==> src/rtl/bin_frame_buf_if.sv <==
// Handshake bundle between the pixel source / row consumer and bin_frame_buf.
// The slave modport is the buffer's view; master is the surrounding system's.
interface bin_frame_buf_if #(
   parameter int WIDTH = 28
);
   logic [7:0]       pix;
   logic             in_valid;
   logic             in_ready;
   logic [WIDTH-1:0] row_data;
   logic             row_valid;
   logic             row_ready;
   logic             row_last;
   logic [7:0]       frame_cnt;

   modport master (
      output pix, in_valid, row_ready,
      input  in_ready, row_data, row_valid, row_last, frame_cnt
   );

   modport slave (
      input  pix, in_valid, row_ready,
      output in_ready, row_data, row_valid, row_last, frame_cnt
   );
endinterface

==> src/rtl/bin_frame_buf.sv <==
// Binarizes an 8-bit pixel stream, packs WIDTH pixels per row, buffers one
// HEIGHT-row frame and then drains it row by row. Requires WIDTH >= 2.
module bin_frame_buf #(
   parameter int WIDTH  = 28,
   parameter int HEIGHT = 28,
   parameter int THRESH = 128
) (
   input  logic          clk,
   input  logic          xrst,
   bin_frame_buf_if.slave bus
);
   localparam int COL_W = (WIDTH  > 1) ? $clog2(WIDTH)  : 1;
   localparam int ROW_W = (HEIGHT > 1) ? $clog2(HEIGHT) : 1;

   typedef enum logic {S_FILL, S_DRAIN} state_t;

   state_t           r_state,     w_state_next;
   logic [COL_W-1:0] r_col,       w_col_next;
   logic [ROW_W-1:0] r_wr_row,    w_wr_row_next;
   logic [ROW_W-1:0] r_rd_row,    w_rd_row_next;
   logic [7:0]       r_frame_cnt, w_frame_cnt_next;

   // Only WIDTH-1 history bits are kept; the newest bit completes the row.
   logic [WIDTH-2:0] r_sr;
   logic [WIDTH-1:0] r_mem [HEIGHT];

   logic             w_bit;
   logic [WIDTH-1:0] w_row;
   logic             w_in_fire;
   logic             w_out_fire;
   logic             w_col_end;
   logic             w_wr_end;
   logic             w_rd_end;

   assign w_bit      = (bus.pix >= 8'(THRESH));
   assign w_row      = {r_sr, w_bit};
   assign w_in_fire  = (r_state == S_FILL) && bus.in_valid;
   assign w_out_fire = (r_state == S_DRAIN) && bus.row_ready;
   assign w_col_end  = (r_col == COL_W'(WIDTH - 1));
   assign w_wr_end   = (r_wr_row == ROW_W'(HEIGHT - 1));
   assign w_rd_end   = (r_rd_row == ROW_W'(HEIGHT - 1));

   always_comb begin
      w_state_next     = r_state;
      w_col_next       = r_col;
      w_wr_row_next    = r_wr_row;
      w_rd_row_next    = r_rd_row;
      w_frame_cnt_next = r_frame_cnt;
      case (r_state)
         S_FILL: begin
            if (w_in_fire) begin
               if (w_col_end) begin
                  w_col_next = '0;
                  if (w_wr_end) begin
                     w_wr_row_next = '0;
                     w_state_next  = S_DRAIN;
                  end else begin
                     w_wr_row_next = r_wr_row + ROW_W'(1);
                  end
               end else begin
                  w_col_next = r_col + COL_W'(1);
               end
            end
         end
         S_DRAIN: begin
            if (w_out_fire) begin
               if (w_rd_end) begin
                  w_rd_row_next    = '0;
                  w_state_next     = S_FILL;
                  w_frame_cnt_next = r_frame_cnt + 8'd1;
               end else begin
                  w_rd_row_next = r_rd_row + ROW_W'(1);
               end
            end
         end
         default: w_state_next = S_FILL;
      endcase
   end

   always_ff @(posedge clk or posedge xrst) begin
      if (xrst) begin
         r_state     <= S_FILL;
         r_col       <= '0;
         r_wr_row    <= '0;
         r_rd_row    <= '0;
         r_frame_cnt <= '0;
      end else begin
         r_state     <= w_state_next;
         r_col       <= w_col_next;
         r_wr_row    <= w_wr_row_next;
         r_rd_row    <= w_rd_row_next;
         r_frame_cnt <= w_frame_cnt_next;
      end
   end

   // Datapath storage carries no reset; its contents are only observed in DRAIN.
   always_ff @(posedge clk) begin
      if (w_in_fire) begin
         r_sr <= w_row[WIDTH-2:0];
         if (w_col_end)
            r_mem[r_wr_row] <= w_row;
      end
   end

   assign bus.in_ready  = (r_state == S_FILL);
   assign bus.row_valid = (r_state == S_DRAIN);
   assign bus.row_data  = (r_state == S_DRAIN) ? r_mem[r_rd_row] : '0;
   assign bus.row_last  = (r_state == S_DRAIN) && w_rd_end;
   assign bus.frame_cnt = r_frame_cnt;
endmodule

==> src/flat_wrapper.sv <==
// flat-port wrapper written by rule: the top's interface ports become plain ports
module bin_frame_buf_flat 
#(
   parameter int WIDTH  = 28,
   parameter int HEIGHT = 28,
   parameter int THRESH = 128
)
  (clk, xrst, bus_pix, bus_in_valid, bus_row_ready, bus_in_ready, bus_row_data, bus_row_valid, bus_row_last, bus_frame_cnt);
  bin_frame_buf_if #(.WIDTH(WIDTH)) bus_i ();
  input  logic clk;
  input  logic xrst;
  input wire logic [$bits(bus_i.pix)-1:0] bus_pix;
  input wire logic [$bits(bus_i.in_valid)-1:0] bus_in_valid;
  input wire logic [$bits(bus_i.row_ready)-1:0] bus_row_ready;
  output wire logic [$bits(bus_i.in_ready)-1:0] bus_in_ready;
  output wire logic [$bits(bus_i.row_data)-1:0] bus_row_data;
  output wire logic [$bits(bus_i.row_valid)-1:0] bus_row_valid;
  output wire logic [$bits(bus_i.row_last)-1:0] bus_row_last;
  output wire logic [$bits(bus_i.frame_cnt)-1:0] bus_frame_cnt;
  assign bus_i.pix = bus_pix;
  assign bus_i.in_valid = bus_in_valid;
  assign bus_i.row_ready = bus_row_ready;
  assign bus_in_ready = bus_i.in_ready;
  assign bus_row_data = bus_i.row_data;
  assign bus_row_valid = bus_i.row_valid;
  assign bus_row_last = bus_i.row_last;
  assign bus_frame_cnt = bus_i.frame_cnt;
  bin_frame_buf #(.WIDTH(WIDTH), .HEIGHT(HEIGHT), .THRESH(THRESH)) u_core (.clk(clk), .xrst(xrst), .bus(bus_i));
endmodule
==> config.mk <==
export PLATFORM = sky130hd
export DESIGN_NAME = bin_frame_buf_flat
export DESIGN_NICKNAME = d
export VERILOG_FILES = /design/src/rtl/bin_frame_buf_if.sv /design/src/rtl/bin_frame_buf.sv /design/src/flat_wrapper.sv
export SDC_FILE = /design/constraint.sdc
export NUM_CORES = 1
export LEC_CHECK = 0
export BUFFER_PORTS_ARGS = -buffer_cell sky130_fd_sc_hd__buf_2
export CORE_MARGIN = 10
export CORE_UTILIZATION = 62
export DETAILED_ROUTE_END_ITERATION = 7
export GPL_TIMING_DRIVEN = 0
export PLACE_DENSITY = 0.8
export SYNTH_ARGS = -nofsm -noshare
export SYNTH_HDL_FRONTEND = slang
export SYNTH_SLANG_ARGS = --single-unit
==> constraint.sdc <==
create_clock -name clk -period 4.3 [get_ports clk]
set_clock_uncertainty 0.1 [all_clocks]
set_input_delay 0.43 -clock clk [delete_from_list [all_inputs] [get_ports clk]]
set_output_delay 0.43 -clock clk [all_outputs]
set_load 0.1 [all_outputs]
==> flow_metrics.tcl, run 1 <==
set metrics [dict create \
    status "complete, no violations" \
    synth_edf_count 811 \
    fillers 2959 \
    rsz0062_at_grt "false" \
    ys_async_sr_fraction_pct 2.87 \
    io_pins 51 \
    cp-start-kind "flip-flop" \
    slew_headroom_pct 9.69 \
    setup_violations 0 \
    root_buffer "clkbuf_16" \
    initial_core_util_pct 62.9 \
    antenna_found_initial 0 \
    power_density_nw_per_um2 683 \
    syn_area_um2 32400 \
    cpMostUsedCell "buf_2" \
    grt_util_met2_pct 39.9 \
    synth_fa_ha_area_share_pct 0.270 \
    r2r-start "u_core.bus.row_valid" \
    irDropWorstVdd_mv 1.16 \
    met1_usage_pct 33.4 \
    hold_start "bus_in_valid" \
    multi_input_area_um2 7010 \
    grt_overflow_total 0 \
    numCtsBuffers 79 \
    first_pass_iters 5 \
    fin_tns_setup_ns 0 \
    synth_seq_cells 835 \
    report.final.slew_viol_count 0 \
    viasPerCell 6.76 \
    synth-simple-area-share_pct 3.65 \
    path_buf_inv 3 \
    gp_congestion 0.834 \
    diodes 0 \
    dpl.hpwl_um 49900 \
    synth_compound_area_share_pct 3.90 \
    critPathArrivalTime_ns 3.39 \
    vias 17700 \
    drtIter0Drc 2733 \
    synth_xor_area_share_pct 0.270 \
    synth_cell_type_count 50 \
    syn_area_per_cell_um2 18.8 \
    synthToLayoutAreaGrowth_pct 13.7 \
    design_area_um2 36900 \
    cts-resized-gates 0 \
    grt_use_total_pct 25.5 \
    htree_levels 3 \
    nets 1896 \
    dieArea_um2 61800 \
    worst_setup_path_end_kind "primary output" \
    synth_top_area_share_pct 75.2 \
    grt_busiest_layer "met2" \
    synth_top_family_by_area "multiplexers" \
    coreArea_um2 51500 \
    crit_fanout 10 \
    die_w_um 249 \
    startpoint "u_core.bus.row_valid" \
    grt_max_degree 33 \
    leakage_uw 0.0123 \
    die_y_um 249 \
    rows 83 \
    path_class "reg2out" \
    yosys_warnings 0 \
    cts_sinks 835 \
    grt_pass1_vias 18000 \
    fmax_ghz 0.255 \
    yosysSeqAreaShare_pct 77.0 \
    tritoncts "yes" \
    grt_pass1_wl_um 118000 \
    yosys-mux-area-fraction_pct 12.9 \
    synthCells 1726 \
    seqCellArea_um2 25000 \
    grt.met3_usage_pct 6.27 \
    hold_class "in2reg" \
    holdBufCountCts 1 \
    final_common_cell "edfxtp_1" \
    postCtsSetupRepairBufs 0 \
    post_drt_wl_per_cell_um 30.7 \
    cp_slowest_stage_delay_ns 0.55 \
    mostFrequentLayoutCells "edfxtp_1 (811), mux2i_1 (266), nand2_1 (94)" \
    synth_nets 1745 \
    drc 0 \
    drtAntennaViolNets 0 \
    crit_family "buffers and inverters" \
    routed_wirelength_um 80400 \
    synth-main-ff-cell "edfxtp_1" \
    synthTopCellsByArea "edfxtp_1 (75%), mux2i_1 (8.2%), mux4_2 (4.5%)" \
    hold_viol 0 \
    worstPathRequired_ns 3.77 \
    yosysTopAreaCell "edfxtp_1" \
    clk_pin_slew_ns 0.06 \
    finalCritPeriodShare_pct 91.2 \
    postPlaceCellArea_um2 34400 \
    crit_chain "buf_2, nand3b_1, clkbuf_1, a21oi_1, nand3_1, nand4_1, buf_2" \
    cap_viol_max_count 0 \
    port_buffers 42 \
    worst_path_max_delay_cell "dfrtp_1" \
    clock_latency_ns 0.63 \
    tightest_slew_ns 1.35 \
    cts_max_path_buffers 3 \
    min_period_ns 3.92 \
    drive_gt1_share_pct 18.1 \
]
==> Yosys cell counts (2+ instances only) <==
cell,n
edfxtp_1,811
clkbuf_1,19
buf_6,14
a21o_1,2
nand3_1,58
and2_1,7
buf_4,19
a22oi_1,72
and3_1,3
mux4_2,65
xor2_1,4
a2bb2oi_1,6
a211oi_1,13
inv_1,5
o22ai_1,13
dfrtp_1,24
xnor2_1,6
mux2_2,3
o21ai_0,8
nand3b_1,5
nor3_1,3
buf_2,38
ha_1,7
nor2_1,37
mux2i_1,266
nand4_1,19
o221ai_1,13
a21oi_1,60
and2b_1,3
nand2b_1,4
nand2_1,94
buf_8,2
nor2b_1,6
==> layout make-up <==
cell class	instances	area share, %
Multi-Input combinational cell	791	19.0
Timing Repair Buffer	70	2.57
Sequential cell	835	67.7
Clock buffer	101	5.85
Clock inverter	39	0.798
Inverter	5	0.0509
Buffer	95	1.69
Tap cell	680	2.31
==> metrics by stage <==
step                      cells  worst slack (ns)  utilization [%]  hold WS (ns)  total power (uW)
after floorplan            1726             0.638                -         0.345             16100
after global placement     2448            -0.422             65.0         0.351             18300
after detailed placement   2475              1.10             66.8         0.384             18500
after CTS                  2616             0.461             71.6        0.0699             25100
after global routing       2616             0.371             71.6         0.136             25800
final                      2616             0.380             71.6        0.0809             25200
==> worst paths after layout <==
path                       slack, ns  cells after the start                       to
max                             0.38                      7         bus_row_data[22]
min                             0.08                      4          u_core.r_col[2]
max reg2reg                     0.99                      6     u_core.r_mem[13][12]
min reg2reg                     0.40                      1  u_core.bus.frame_cnt[7]
max in group asynchronous       3.02                      3  u_core.bus.frame_cnt[0]
min in group asynchronous       0.48                      3  u_core.bus.frame_cnt[4]
==> cells by family (layout without fill, tap and decap cells) <==
kind of cell,Yosys count,count (layout)
DFF,835,835
muxes,335,335
and+or+nand+nor,249,249
AOI/OAI and AO/OA,190,190
buffers and inverters,100,310
xor gates and xnor gates,10,10
adders and majority gates,7,7
==> report_power, final <==
part | switching, uW | internal, uW | total, uW
combinational | 6480 | 2510 | 8990
clock | 2940 | 3780 | 6720
sequential | 308 | 9170 | 9480
==> worst reg2reg max path, delay by kind of cell (launching register included) <==
kind,cells,cell delay (ns)
buf+inv,2,0.54
flops,1,0.51
simple gates,4,1.84
==> layer usage <==
layer | vias up | routed length (um)
met3 | 235 | 9530
met1 | 8914 | 29000
met2 | 1338 | 38400
met4 | 0 | 3470
li1 | 7210 | -
met5 | - | 0
==> registers in the layout, summed over array words and instances (netlist names) <==
register	count
u_core.bus.frame_cnt	8
u_core.bus.row_valid	1
u_core.r_col	5
u_core.r_mem	784
u_core.r_rd_row	5
u_core.r_sr	27
u_core.r_wr_row	5
No activity file was read; power rests on OpenSTA's default activity.
==> inputs of run 2 (changes only) <==
--- a/config.mk
+++ b/config.mk
@@ -9,8 +9,10 @@
 export CORE_MARGIN = 10
 export CORE_UTILIZATION = 62
 export DETAILED_ROUTE_END_ITERATION = 7
+export GPL_ROUTABILITY_DRIVEN = 0
 export GPL_TIMING_DRIVEN = 0
 export PLACE_DENSITY = 0.8
+export SETUP_SLACK_MARGIN = 0.5
 export SYNTH_ARGS = -nofsm -noshare
 export SYNTH_HDL_FRONTEND = slang
 export SYNTH_SLANG_ARGS = --single-unit
==> flow_metrics.tcl, run 2 (synthesis gave the netlist of run 1 again) <==
set metrics [dict create \
    dieArea_um2 61800 \
    drtAntennaViolNets 0 \
    nets 1896 \
    startpoint "u_core.bus.row_valid" \
    root_buffer "clkbuf_16" \
    port_buffers 42 \
    clock_latency_ns 0.63 \
    post_drt_wl_per_cell_um 30.8 \
    power_frac_clock_pct 26.6 \
    irDropWorstVdd_mv 0.706 \
    drtIter0Drc 2889 \
    postPlaceCellArea_um2 34400 \
    drive_gt1_share_pct 18.1 \
    mostFrequentLayoutCells "edfxtp_1 (811), mux2i_1 (266), nand2_1 (94)" \
    crit_path_end "bus_row_data[0]" \
    dp.cells 2475 \
    grt_use_total_pct 25.5 \
    rows 83 \
    hold_viol 0 \
    switching_share_pct 38.6 \
    grt_overflow_total 0 \
    die_w_um 249 \
    postCtsSetupRepairBufs 0 \
    hold_path_depth 4 \
    coreArea_um2 51500 \
    viasPerCell 6.79 \
    hold_class "in2reg" \
    final_common_cell "edfxtp_1" \
    cts_max_path_buffers 3 \
    die_y_um 249 \
    fmax_ghz 0.264 \
    design_area_um2 36900 \
    finalCritPeriodShare_pct 88.2 \
    clk_pin_slew_ns 0.06 \
    rr_worst_depth 6 \
    cap_viol_max_count 0 \
    dpl.hpwl_um 49900 \
    report.final.slew_viol_count 0 \
    largest_reg_flops 784 \
    status "complete, no violations" \
    setup_violations 0 \
    leakage_uw 0.0123 \
    first_pass_iters 5 \
    tritoncts "yes" \
    r2r-start "u_core.bus.row_valid" \
    numCtsBuffers 79 \
    comb_power_share_pct 35.9 \
    grt_pass1_vias 18000 \
    routed_wirelength_um 80700 \
    crit_fanout 10 \
    p_int_uw 15500 \
    critPathArrivalTime_ns 3.26 \
    rrSetupSlack_ns 1.01 \
    vias 17800 \
    tightest_slew_ns 1.35 \
    antenna_found_initial 0 \
    cts_sinks 835 \
    htree_levels 3 \
    p_switching_uw 9740 \
    grt_max_degree 33 \
    reg2reg_to "u_core.r_mem[13][20]" \
    worst_setup_path_end_kind "primary output" \
    cp-start-kind "flip-flop" \
    power_uw 25300 \
    power_density_nw_per_um2 685 \
    rsz0062_at_grt "true" \
    diodes 0 \
    initial_core_util_pct 62.9 \
    path_class "reg2out" \
    seqPwrFrac_pct 37.5 \
    min_period_ns 3.79 \
    final_cell_count_no_fill 2616 \
    worstPathRequired_ns 3.77 \
    io_pins 51 \
    largest_register "u_core.r_mem" \
    slew_headroom_pct 9.98 \
    fillers 2958 \
    synthToLayoutAreaGrowth_pct 13.8 \
    grt_pass1_wl_um 118000 \
    drc 0 \
]
==> run 2: changes by cell type in the layout (fill, tap and decap cells not counted) <==
cell | before | now
buf_2 | 80 | 70
buf_1 | 1 | 2
clkbuf_1 | 35 | 34
buf_4 | 19 | 24
clkbuf_4 | 0 | 5
==> run 2: metal layers <==
layer	track usage (%)	up-vias	routed length, um
met5	0	-	0
met1	33.4	8942	28900
li1	-	7210	-
met4	12.3	0	3450
met3	6.27	233	9630
met2	39.9	1384	38700
==> run 2: cell type report <==
class	count	area [um^2]	area share [%]
clock inverters	39	294	0.797
flip-flops and latches	835	25000	67.7
clock buffers	101	2150	5.84
repair buffers	70	973	2.64
multi-input cells	791	7010	19.0
inverters	5	18.8	0.0509
well taps	680	851	2.31
plain buffers	95	622	1.69
==> run 2: repair_timing <==
item / CTS / global route
hold buffers: 1 / 0
gates resized for setup: 5 / 6
endpoints found under the hold margin: 24 / 0
setup endpoints to repair: 5 / 6
==> run 2: power groups by stage <==
stage          combinational (uW)  clock [uW]  sequential [uW]
2_1_floorplan                6540           0             9560
3_3_place_gp                 8710           0             9610
3_5_place_dp                 8840           0             9640
4_1_cts                      8970        6730             9460
5_1_grt                      9350        7030             9500
6_report                     9070        6710             9480
==> run 2: how the worst min path moves through the flow <==
stage,from,to,slack (ns)
6_report,bus_in_valid,u_core.r_col[2],0.08
3_3_place_gp,u_core.bus.frame_cnt[7],u_core.bus.frame_cnt[7],0.35
5_1_grt,bus_in_valid,u_core.r_col[2],0.14
3_5_place_dp,u_core.bus.frame_cnt[6],u_core.bus.frame_cnt[6],0.38
4_1_cts,bus_in_valid,u_core.r_col[2],0.07
2_1_floorplan,xrst,u_core.bus.frame_cnt[0],0.34
==> run 2: worst max-delay path: stages (launching register included) <==
cell and delay (ns):
dfrtp_1 0.55, buf_2 0.35, clkbuf_1 0.65, nand2_1 0.18
a22oi_1 0.38, buf_2 0.51
==> run 2: metrics by stage <==
| step | setup WS (ns) | util, % | hold WS (ns) | TNS, ns |
|---|---|---|---|---|
| floorplan | 0.638 | - | 0.345 | 0 |
| global placement | -0.422 | 65.0 | 0.351 | -130.47 |
| detailed placement | 1.10 | 66.8 | 0.384 | 0 |
| CTS | 0.520 | 71.6 | 0.0699 | 0 |
| global route | 0.484 | 71.6 | 0.136 | 0 |
| finish | 0.508 | 71.6 | 0.0848 | 0 |
